File: src/rtl/wb_data_sel.sv
// Combinational write-back data mux: jal > lui > MemtoReg > ALU result.
module wb_data_sel (
  input  logic        jal_i,
  input  logic        lui_i,
  input  logic        memtoreg_i,
  input  logic [31:0] pcplusfour_i,
  input  logic [15:0] imm_i,
  input  logic [31:0] dmemload_i,
  input  logic [31:0] alu_out_i,
  output logic [31:0] wdat_o
);
  always_comb begin
    wdat_o = alu_out_i;
    if (jal_i)           wdat_o = pcplusfour_i;
    else if (lui_i)      wdat_o = {imm_i, 16'h0000};
    else if (memtoreg_i) wdat_o = dmemload_i;
  end
endmodule

File: config.mk
export PLATFORM = sky130hd
export DESIGN_NAME = wb_data_sel
export DESIGN_NICKNAME = d
export VERILOG_FILES = /design/src/rtl/wb_data_sel.sv
export SDC_FILE = /design/constraint.sdc
export NUM_CORES = 1
export LEC_CHECK = 0
export CAP_MARGIN = 5
export CORE_ASPECT_RATIO = 1.2
export CORE_MARGIN = 4
export CORE_UTILIZATION = 27
export DETAILED_ROUTE_END_ITERATION = 10
export PLACE_DENSITY_LB_ADDON = 0.1
export SYNTH_ARGS = -nofsm -noshare
export SYNTH_HDL_FRONTEND = slang
export SYNTH_SLANG_ARGS = --single-unit
File: constraint.sdc
create_clock -name vclk -period 1.32
set_input_delay 0.132 -clock vclk [all_inputs]
set_output_delay 0.132 -clock vclk [all_outputs]
set_load 0.05 [all_outputs]
## Word level (Yosys, flattened, before mapping)

Cells that the tools add are included.

- Mux-type cells: 3

Operator list:

| operator | count |
|---|---|
| $mux W32 | 3 |

- Output and inout port bits: 32
- Word-level logic and storage cells: 3
- Flip-flop bits (word level): 0
- Input port bits: 115

## Longest topological paths before layout

Gate-level depths: netlist (run 1).

- Word-level depth: 3
- Mapped depth: 4
- Gate-level depth less buffers: 2

## Least setup slack after synthesis (run 1)

OpenSTA, ideal clock, no wires.

- Path kind: input port to output port
- From: input port memtoreg_i
- To: output port wdat_o[16]
- Stages on the path: 4
- Required time: 1.188 ns
- Slack: -0.527 ns
- Buffers on the path: 2
- Arrival time: 1.715 ns
- Path through: buf_6 -> buf_12 -> mux2i_1 -> a211oi_1

- Longest elaborated chain between the ends: 3

RTL lines:

| item | RTL line | text |
|---|---|---|
| from (decl) | 5 | `input logic memtoreg_i,` |
| $mux W32 | 16 | `else if (memtoreg_i) wdat_o = dmemload_i;` |
| $mux W32 | 15 | `else if (lui_i) wdat_o = {imm_i, 16'h0000};` |
| $mux W32 | 14 | `if (jal_i) wdat_o = pcplusfour_i;` |
| to (decl) | 10 | `output logic [31:0] wdat_o` |

Every way passes these cells.

## Worst setup path after layout (run 1)

- From: input port dmemload_i[22]
- To: output port wdat_o[22]

- Longest elaborated chain between the ends: 3

RTL lines:

| item | RTL line | text |
|---|---|---|
| from (decl) | 8 | `input logic [31:0] dmemload_i,` |
| $mux W32 | 16 |  |
| $mux W32 | 15 |  |
| $mux W32 | 14 |  |

Every way passes these cells.

==> results.txt, run 1 <==
The post-layout instance area is 3060 sq um. The first global-routing pass estimated 7940 microns of wire. STA classifies the critical path startpoint as a primary input. Measured against its own limit, the worst slew margin works out to 78.5%. Relative to the synthesized area, the layout overhead comes to 205%. The floorplan step set the die width to 63.7 microns. Counting every instance in the synthesized netlist gives 127. Of the total power, the share spent switching nets is 47.3%. The part of the power in the clock network came out at 0%.

Among all stages on the critical path, the largest delay is contributed by sky130_fd_sc_hd__clkdlybuf4s50_1. The tools report the final worst-path setup slack as 0.0179 ns. Counting the clock-network buffers in the layout gives 0.

The placed wire-length estimate after detailed placement came out at 4460 microns. The fraction of post-synthesis cell area in the top cell type by area works out to 31.9%. The classification of the worst-slack hold path is in2out. In this run the power density over the cells is 459 nW/um^2. The final routed DRC violation total is 0, and the mean post-synth cell area is 7.90 sq um.

Routed signal wires occupy layers up through met4. The tools report the static power due to leakage as 1.20 nW. Summed over all nets, the switching power comes to 0.000664 W. The design has 0 sequential cells.

The tools report the endpoint kind of the worst setup timing path as an output port. The iteration count of the initial detailed-routing pass came out at 4. The largest stage delay on the critical path came out at 0.46 ns. The number of hold buffers added after CTS was 0. 0 antenna diodes ended up in the layout. Summing over every cut layer, the via total after detailed routing is 1,568. Setup violations remaining at the end of the flow were counted as 0. The slew at the pin closest to its max-slew limit is 0.314 ns.

The largest total area in the synthesized netlist belongs to sky130_fd_sc_hd__mux2i_1. The die is 74.8 microns tall. Sorting the synthesized cells by how often they occur yields sky130_fd_sc_hd__mux2i_1, sky130_fd_sc_hd__nand2_1, sky130_fd_sc_hd__nor3b_1.

After floorplanning, the core was divided into 24 placement rows. The total of buffers placed on input and output ports is 147. Across the run, the number of max-cap violations was 0. The internal portion of the total power is 0.000740 W. The number of global-route vias before repair was 1,621. In the post-synthesis netlist, the biggest area contributors are sky130_fd_sc_hd__mux2i_1, sky130_fd_sc_hd__nor3b_1, sky130_fd_sc_hd__nor2b_1. For the standard cell core area, the log shows 3600 sq um. Static timing analysis puts the maximum clock frequency at 0.768 GHz. The residual antenna-violating net count after detailed routing is 0, and the count of pins over their slew limit is 0.

After global routing the overflow that remains totals 0. The post-CTS setup buffer count is 0. Routability-driven placement finished with a final weighted congestion of 0.818.

Peak fanout along the critical path: 1. The routed design uses 470 microns of met3 wire. Hold timing on the final database bottoms out at a slack of 0.815 ns. The vias per cell works out to 5.01. The maximum number of pins on one net before global-route repair is 19. Prior to clock tree synthesis, the placed netlist has a worst setup slack of -0.274 ns.

The placed instances occupy a cell area of 2800 sq um. The tools report the post-synthesis sequential area ratio as 0%. The net count of the finished layout is 391, and the endpoint arrival time on the critical path is 1.17 ns. The total die area came out at 4760 sq um. Registers take 0 sq um. In the final routing, the length of wire on met1 measures 2070 microns.

The flow ran to the end, and the final reports show no timing, DRC or antenna violations. Sequential cells account for 0% of the total power. For this design the top-level I/O count stands at 147.

The run gives 242 as the post-synthesis net count. The smallest clock period supported by the final layout is computed as 1.30 ns. Measured on the finished design, the core utilization comes to 84.9%. Fraction of layout instances using a drive strength above 1: 34.3%. The cell area that synthesis handed to floorplanning was 1000 sq um. The initial core utilization came out at 27.8%. In this run, the number of DRC markers left after iteration 0 of detailed routing was 49. The number of buffers and inverters on the critical path is 2.

The number of different library cells used by synthesis comes to 19. Grouping stages by cell kind, the critical path spends the most delay in buffers and inverters. The run gives 0 as the initial antenna violation count. Walking the worst path, the cells encountered are clkdlybuf4s50_1 -> mux2i_1 -> a211oi_4 -> buf_4. The run gives 0 as the final number of hold-violating endpoints. The routed wire length is 5520 microns, and the count of warnings emitted by yosys is 0.

The wire length per cell after detailed routing came out at 17.6 microns. The routed design uses 2930 microns of met2 wire. The critical setup path kind is in2out. VDD sags by at most 0.000239 V. Per report_power, the combinational group accounts for 100.0% of the total. The worst path required time was 1.19 ns. Global routing used 20.7% of the available tracks across all layers. The most common cell in the synthesized netlist was sky130_fd_sc_hd__mux2i_1.

After layout, the worst path uses 98.6% of the clock period.
==> path summary, 6_finish.rpt <==
| kind | from | endpoint | slack [ns] | cells after the start |
|---|---|---|---|---|
| setup / recovery | dmemload_i[22] | wdat_o[22] | 0.02 | 4 |
| hold / removal | jal_i | wdat_o[29] | 0.81 | 4 |
==> power by group through the flow <==
stage,Clock (W),Combinational (W),Sequential [W]
after floorplan,0,0.000654,0
after global placement,0,0.00129,0
after detailed placement,0,0.00130,0
after CTS,0,0.00134,0
after global routing,0,0.00146,0
final,0,0.00140,0
==> routing by layer <==
metal,GRT usage (%),up-vias
met5,0,-
met1,22.3,721
met3,4.78,4
met4,1.44,0
met2,42.8,91
li1,-,752
==> area by class of cell <==
cell class,instances,area [sq um]
repair buffers,160,1800
multi-input cells,113,1210
fillers,199,546
well taps,39,48.8
inverters,1,3.75
==> worst min-delay path, stage by stage <==
cell and delay [ns]:
sky130_fd_sc_hd__buf_2 0.15, sky130_fd_sc_hd__buf_4 0.17, sky130_fd_sc_hd__a221oi_4 0.07, sky130_fd_sc_hd__buf_6 0.15
==> what timing repair did <==
action | 4_1_cts | 5_1_grt
resized for setup | 20 | 26
endpoints found under the setup margin | 32 | 25
gates cloned | 0 | 1
pin swaps | 0 | 11
==> through the flow <==
stage	instances	setup TNS, ns	total power (W)
after floorplan	127	-0.318	0.000654
after global placement	312	-7.01	0.00129
after detailed placement	312	-6.63	0.00130
after CTS	312	0	0.00134
after global routing	313	-0.0124	0.00146
final	313	0	0.00140
==> kinds of logic (layout without fill, tap and decap cells) <==
family          Yosys count  after routing  share of synthesized area (%)
buf+inv                  14            161                           13.2
compound gates           32             32                           26.3
mux                      32             32                           31.9
simple gates             49             49                           28.6
==> cells in the final DEF, fill, tap and decap left out, types with 2 or more instances in the layout <==
| master | count |
|---|---|
| sky130_fd_sc_hd__nor3b_2 | 11 |
| sky130_fd_sc_hd__buf_12 | 21 |
| sky130_fd_sc_hd__buf_4 | 13 |
| sky130_fd_sc_hd__clkdlybuf4s50_1 | 112 |
| sky130_fd_sc_hd__buf_6 | 9 |
| sky130_fd_sc_hd__a211oi_4 | 9 |
| sky130_fd_sc_hd__nor3b_1 | 5 |
| sky130_fd_sc_hd__nand2_1 | 16 |
| sky130_fd_sc_hd__mux2i_1 | 31 |
| sky130_fd_sc_hd__a211oi_2 | 6 |
| sky130_fd_sc_hd__buf_2 | 2 |
| sky130_fd_sc_hd__o21ai_4 | 16 |
| sky130_fd_sc_hd__nor2b_1 | 15 |
(Power assumes the default switching activity.)
==> inputs of run 2 (changes only) <==
--- a/config.mk
+++ b/config.mk
@@ -10,6 +10,7 @@
 export CORE_MARGIN = 4
 export CORE_UTILIZATION = 27
 export DETAILED_ROUTE_END_ITERATION = 10
+export MAX_ROUTING_LAYER = met4
 export PLACE_DENSITY_LB_ADDON = 0.1
 export SYNTH_ARGS = -nofsm -noshare
 export SYNTH_HDL_FRONTEND = slang
==> results.txt, run 2 (synthesis gave the netlist of run 1 again) <==
The vias per cell was 5.01 (unchanged); the placed wire-length estimate after detailed placement was 4460 microns (unchanged). The tools report the post-CTS setup buffer count as 0 (unchanged). The tools report the iteration count of the initial detailed-routing pass as 4 (unchanged). The worst path required time is 1.19 ns (about the same), and the power density over cell area is 460 nW/um^2 (was 459 nW/um^2). The total of buffers placed on input and output ports came out at 147 (unchanged). The total placed cells including tap cells was 312 (unchanged). Endpoint arrival time on the critical path: 1.17 ns (about the same). For the number of global-route vias before repair, the log shows 1,624 (was 1,621). Most used cells in the layout excluding fill and tap cells: sky130_fd_sc_hd__clkdlybuf4s50_1, sky130_fd_sc_hd__mux2i_1, sky130_fd_sc_hd__buf_12 (unchanged).

The layout clock buffer count came out at 0 (unchanged). The logs give 0.830 (was 0.818) for the global placement routability congestion and 27.8% (unchanged) for the initial core utilization. The tools report the standard cell core area as 3600 sq um (unchanged). The die height is 74.8 microns (unchanged), and the global-route usage over all layers is 21.4% (was 20.7%). The wire length per cell after detailed routing is 17.7 microns (was 17.6 microns).

The flow ran to the end, and the final reports show no timing, DRC or antenna violations. The standard-cell row count was 24 (unchanged); the maximum number of pins on one net before global-route repair was 19 (unchanged). For the non-filler instance count after layout, the log shows 313 (unchanged). Total die area: 4760 sq um (unchanged). The run gives 0 sq um (unchanged) as the combined flip-flop and latch cell area.

For the total global routing overflow, the log shows 0 (unchanged). The final number of hold-violating endpoints was 0 (unchanged); the setup total negative slack was 0 ns (unchanged). The net count of the finished layout came out at 391 (unchanged). The peak fanout along the critical path was 1 (unchanged); the overall via count from detail_route was 1,568 (unchanged). The overall power consumption is 0.00141 W (was 0.00140 W).

Final routed DRC violation total: 0 (unchanged). The tools report the launching element type of the critical path as a primary input (unchanged). The initial antenna violation count was 0 (unchanged); the count of pins over their slew limit was 0 (unchanged).

The tools report the area occupied by multi-input gates as 1210 sq um (unchanged). The endpoint kind of the worst setup timing path was an output port (unchanged). The slew at the pin closest to its max-slew limit is 0.314 ns (about the same). The first-pass GRT wire length was 7940 microns (unchanged); the final worst hold slack was 0.815 ns (about the same). The classification of the worst-slack hold path is in2out (unchanged). The tools report the routed wire length as 5550 microns (was 5520 microns).

The run gives 55 (was 49) as the DRC violation total after the first TritonRoute iteration. The highest achievable clock rate was 0.770 GHz (was 0.768 GHz). The die width came out at 63.7 microns (unchanged). The run gives 2800 sq um (unchanged) as the placement-stage cell area. The fraction of layout instances using a drive strength above 1 is 34.3% (unchanged), and the static power due to leakage is 1.20 nW (unchanged).

The number of flip-flops and latches came out at 0 (unchanged). The count of inserted antenna diode cells is 0 (unchanged). Commonest non-fill, non-tap cell in the layout: sky130_fd_sc_hd__clkdlybuf4s50_1 (unchanged). For the I/O pin count, the log shows 147 (unchanged). The number of fillers in the final layout came out at 199 (unchanged). The critical setup path kind was in2out (unchanged).

The tools report the residual antenna-violating net count after detailed routing as 0 (unchanged). The post-route clock period utilization is 98.4% (was 98.6%), and the headroom to the max-slew limit is 78.5% (about the same). The post-layout instance area is 3060 sq um (unchanged). The synthesis-to-layout area growth was 205% (unchanged); the number of max-cap violations was 0 (unchanged). The worst supply voltage drop on vdd was 0.000239 V (about the same). The hold buffer count at cts was 0 (unchanged); the number of setup violations in the final report was 0 (unchanged).

Final period demand of the worst path: 1.30 ns (about the same).
run 2: cell counts in the layout (fill, tap and decap cells not counted):
Identical to the previous run, type by type.
run 2: final cells by class:
type | count | share of cell area (%)
Inverter | 1 | 0.123
Multi-Input combinational cell | 113 | 39.6
Tap cell | 39 | 1.60
Timing Repair Buffer | 160 | 58.7
run 2: stage by stage:
stage | worst slack (ns) | util [%]
2_1_floorplan | -0.0666 | -
3_3_place_gp | -0.274 | 77.8
3_5_place_dp | -0.274 | 77.8
4_1_cts | 0.00281 | 80.8
5_1_grt | -0.0125 | 84.9
6_report | 0.0205 | 84.9
run 2: worst paths after layout:
| path | endpoint | cells past startpoint | slack (ns) | start |
|---|---|---|---|---|
| max | wdat_o[22] | 4 | 0.02 | dmemload_i[22] |
| min | wdat_o[29] | 4 | 0.81 | jal_i |
run 2: power breakdown:
part | total (W) | internal (W) | switching (W) | leakage (nW)
clock network | 0 | 0 | 0 | 0
registers | 0 | 0 | 0 | 0
logic | 0.00141 | 0.000740 | 0.000665 | 1.20
run 2: routing by layer:
layer	vias to the layer above	GRT usage, %	part of all wire, %
li1	753	-	-
met1	720	23.0	39
met2	91	42.9	53
met3	4	3.43	7.6
met4	0	1.44	0.81
met5	-	-	0
run 2: critical path, stage by stage:
cell and delay (ns):
sky130_fd_sc_hd__clkdlybuf4s50_1 0.46, sky130_fd_sc_hd__mux2i_1 0.11, sky130_fd_sc_hd__a211oi_4 0.24, sky130_fd_sc_hd__buf_4 0.23
run 2: what timing repair did:
item | in CTS | in global routing
endpoints found under the hold margin | 0 | 0
pin swaps | 0 | 11
gates resized for setup | 20 | 26
cloned | 0 | 1
endpoints found under the setup margin | 32 | 25
==> inputs of run 3 (changes only) <==
--- a/config.mk
+++ b/config.mk
@@ -10,8 +10,10 @@
 export CORE_MARGIN = 4
 export CORE_UTILIZATION = 27
 export DETAILED_ROUTE_END_ITERATION = 10
+export GPL_TIMING_DRIVEN = 0
 export MAX_ROUTING_LAYER = met4
-export PLACE_DENSITY_LB_ADDON = 0.1
+export PLACE_DENSITY = 0.91
+export SLEW_MARGIN = 20
 export SYNTH_ARGS = -nofsm -noshare
 export SYNTH_HDL_FRONTEND = slang
 export SYNTH_SLANG_ARGS = --single-unit
==> results.txt, run 3 (synthesis gave the netlist of run 1 again) <==
The die height is 74.8 microns (unchanged). The worst hold path depth was 4 (unchanged). The final number of hold-violating endpoints was 0 (unchanged); the vias per cell was 5.04 (was 5.01).

For the area occupied by multi-input gates, the log shows 1140 sq um (was 1210 sq um). The run gives 0 (unchanged) as the initial antenna violation count. The proportion of total power due to net switching was 49.8% (was 47.4%).

The number of setup violations in the final report is 0 (unchanged). The run gives 0 sq um (unchanged) as the combined flip-flop and latch cell area. The static power due to leakage is 1.14 nW (was 1.20 nW), and the post-route clock period utilization is 97.9% (was 98.4%).

The number of cells on the critical path was 4 (unchanged). Endpoint kind of the worst setup timing path: an output port (unchanged). The logs give 0.835 ns (was 0.815 ns) for the final worst hold slack and 0% (about the same) for the part of the power in the clock network. Total of buffers placed on input and output ports: 146 (was 147). The run gives 74.3% (was 78.5%) as the headroom to the max-slew limit. The global-route usage over all layers is 19.6% (was 21.4%).

The master of the slowest instance on the critical path was sky130_fd_sc_hd__clkdlybuf4s50_1 (unchanged). The tools report the worst supply voltage drop on vdd as 0.000292 V (was 0.000239 V). The logs give 4 (unchanged) for the iteration count of the initial detailed-routing pass and 27.8% (unchanged) for the initial core utilization.

The worst setup slack after placement is -1.38 ns (was -0.274 ns), and the peak fanout along the critical path is 1 (unchanged). The worst path required time came out at 1.19 ns (about the same). The run finished with clean final reports.

The tools report the I/O pin count as 147 (unchanged). The launching element type of the critical path was a primary input (unchanged). The count of inserted antenna diode cells was 0 (unchanged); the die width was 63.7 microns (unchanged).

The synthesis-to-layout area growth is 180% (was 205%). The part of the total power dissipated in sequential elements is 0% (about the same), and the net count of the finished layout is 392 (was 391). The setup total negative slack was 0 ns (unchanged). The tools report the number of max-cap violations as 0 (unchanged). The proportion of power drawn by combinational gates is 100.0% (about the same).

The run gives 0 (unchanged) as the layout clock buffer count. Standard-cell row count: 24 (unchanged). The number of global-route vias before repair was 1,535 (was 1,624). For the non-filler instance count after layout, the log shows 314 (was 313).

The critical setup path kind is in2out (unchanged). The largest stage delay on the critical path works out to 0.46 ns (about the same). The count of pins over their slew limit came out at 0 (unchanged). For the maximum number of pins on one net before global-route repair, the log shows 11 (was 19).

The endpoint arrival time on the critical path is 1.16 ns (was 1.17 ns). For the number of fillers in the final layout, the log shows 237 (was 199). Highest achievable clock rate: 0.774 GHz (was 0.770 GHz). The tools report the standard cell core area as 3600 sq um (unchanged). The commonest non-fill, non-tap cell in the layout was sky130_fd_sc_hd__clkdlybuf4s50_1 (unchanged). The fraction of layout instances using a drive strength above 1 is 33.1% (was 34.3%). Residual antenna-violating net count after detailed routing: 0 (unchanged). The final period demand of the worst path is 1.29 ns (was 1.30 ns). Chain of cells forming the critical path: clkdlybuf4s50_1 -> mux2i_1 -> a211oi_2 -> buf_2 (was clkdlybuf4s50_1 -> mux2i_1 -> a211oi_4 -> buf_4). The total global routing overflow came out at 0 (unchanged).

For the first-pass GRT wire length, the log shows 7330 microns (was 7940 microns). Most used cells in the layout excluding fill and tap cells: sky130_fd_sc_hd__clkdlybuf4s50_1, sky130_fd_sc_hd__mux2i_1, sky130_fd_sc_hd__buf_6 (was sky130_fd_sc_hd__clkdlybuf4s50_1, sky130_fd_sc_hd__mux2i_1, sky130_fd_sc_hd__buf_12). For the hold buffer count at cts, the log shows 0 (unchanged). The DRC violation total after the first TritonRoute iteration was 40 (was 55). Wire length per cell after detailed routing: 17.0 microns (was 17.7 microns).

The global placement routability congestion was 0.763 (was 0.830). The power density over cell area was 450 nW/um^2 (was 460 nW/um^2); the switching power of the nets was 0.000629 W (was 0.000665 W). Final worst-path setup slack: 0.0273 ns (was 0.0205 ns). For the placed wire-length estimate after detailed placement, the log shows 4420 microns (was 4460 microns).

Overall via count from detail_route: 1,583 (was 1,568). The slew at the pin closest to its max-slew limit was 0.385 ns (was 0.314 ns). For the total placed cells including tap cells, the log shows 312 (unchanged). The classification of the worst-slack hold path was in2out (unchanged).

The final routed DRC violation total was 0 (unchanged). The total die area came out at 4760 sq um (unchanged). The routed wire length is 5330 microns (was 5550 microns), and the number of flip-flops and latches is 0 (unchanged).

The cell type group with the largest total delay on the critical path is buffers and inverters (unchanged). The count of buffering cells on the critical path with inverters included was 2 (unchanged); the internal power was 0.000634 W (was 0.000740 W).
[run 3: cell types whose count changed in the layout (fill, tap and decap cells not counted), moves of 3 or more]
cell,delta
sky130_fd_sc_hd__buf_12,-19
sky130_fd_sc_hd__buf_6,+12
sky130_fd_sc_hd__o21ai_2,+8
sky130_fd_sc_hd__o21ai_4,-8
sky130_fd_sc_hd__buf_2,+6
sky130_fd_sc_hd__nor3b_1,+3
sky130_fd_sc_hd__nor3b_2,-3
[run 3: per-layer routing]
layer	wire [microns]	vias up	global-route usage [%]
met5	0	-	-
met3	372	6	2.99
met1	1820	733	20.1
met2	3070	89	40.7
met4	70	0	1.20
li1	-	755	-
[run 3: through the flow]
step / power (W) / instance area [sq um] / util [%]
2_1_floorplan: 0.000654 / 1160 / -
3_3_place_gp: 0.00119 / 2670 / 74.1
3_5_place_dp: 0.00121 / 2670 / 74.1
4_1_cts: 0.00122 / 2700 / 75.0
5_1_grt: 0.00132 / 2810 / 77.8
6_report: 0.00126 / 2810 / 77.8
[run 3: power by group through the flow]
stage	clock network [W]	registers, W	logic [W]
global placement	0	0	0.00119
CTS	0	0	0.00122
floorplan	0	0	0.000654
finish	0	0	0.00126
detailed placement	0	0	0.00121
global route	0	0	0.00132
[run 3: final timing paths]
path / from / slack (ns) / endpoint
worst max-delay path: dmemload_i[21] / 0.03 / wdat_o[21]
worst min-delay path: memtoreg_i / 0.84 / wdat_o[31]
[run 3: layout make-up]
cell class | count | area share, %
repair buffers | 148 | 52.6
multi-input cells | 113 | 40.5
plain buffers | 13 | 5.04
well taps | 39 | 1.74
inverters | 1 | 0.134
[run 3: tightest hold or removal path, cell delays in order]
cell and delay [ns]:
sky130_fd_sc_hd__buf_6 0.12, sky130_fd_sc_hd__mux2i_1 0.16, sky130_fd_sc_hd__a211oi_2 0.08, sky130_fd_sc_hd__buf_2 0.21
[run 3: what timing repair did]
| item | in CTS | in global routing |
|---|---|---|
| pin swaps | 1 | 4 |
| endpoints found under the hold margin | 0 | 0 |
| gates resized for setup | 223 | 21 |
| setup endpoints to repair | 32 | 18 |
| gates cloned | 0 | 1 |
| buffers inserted | 1 | 0 |
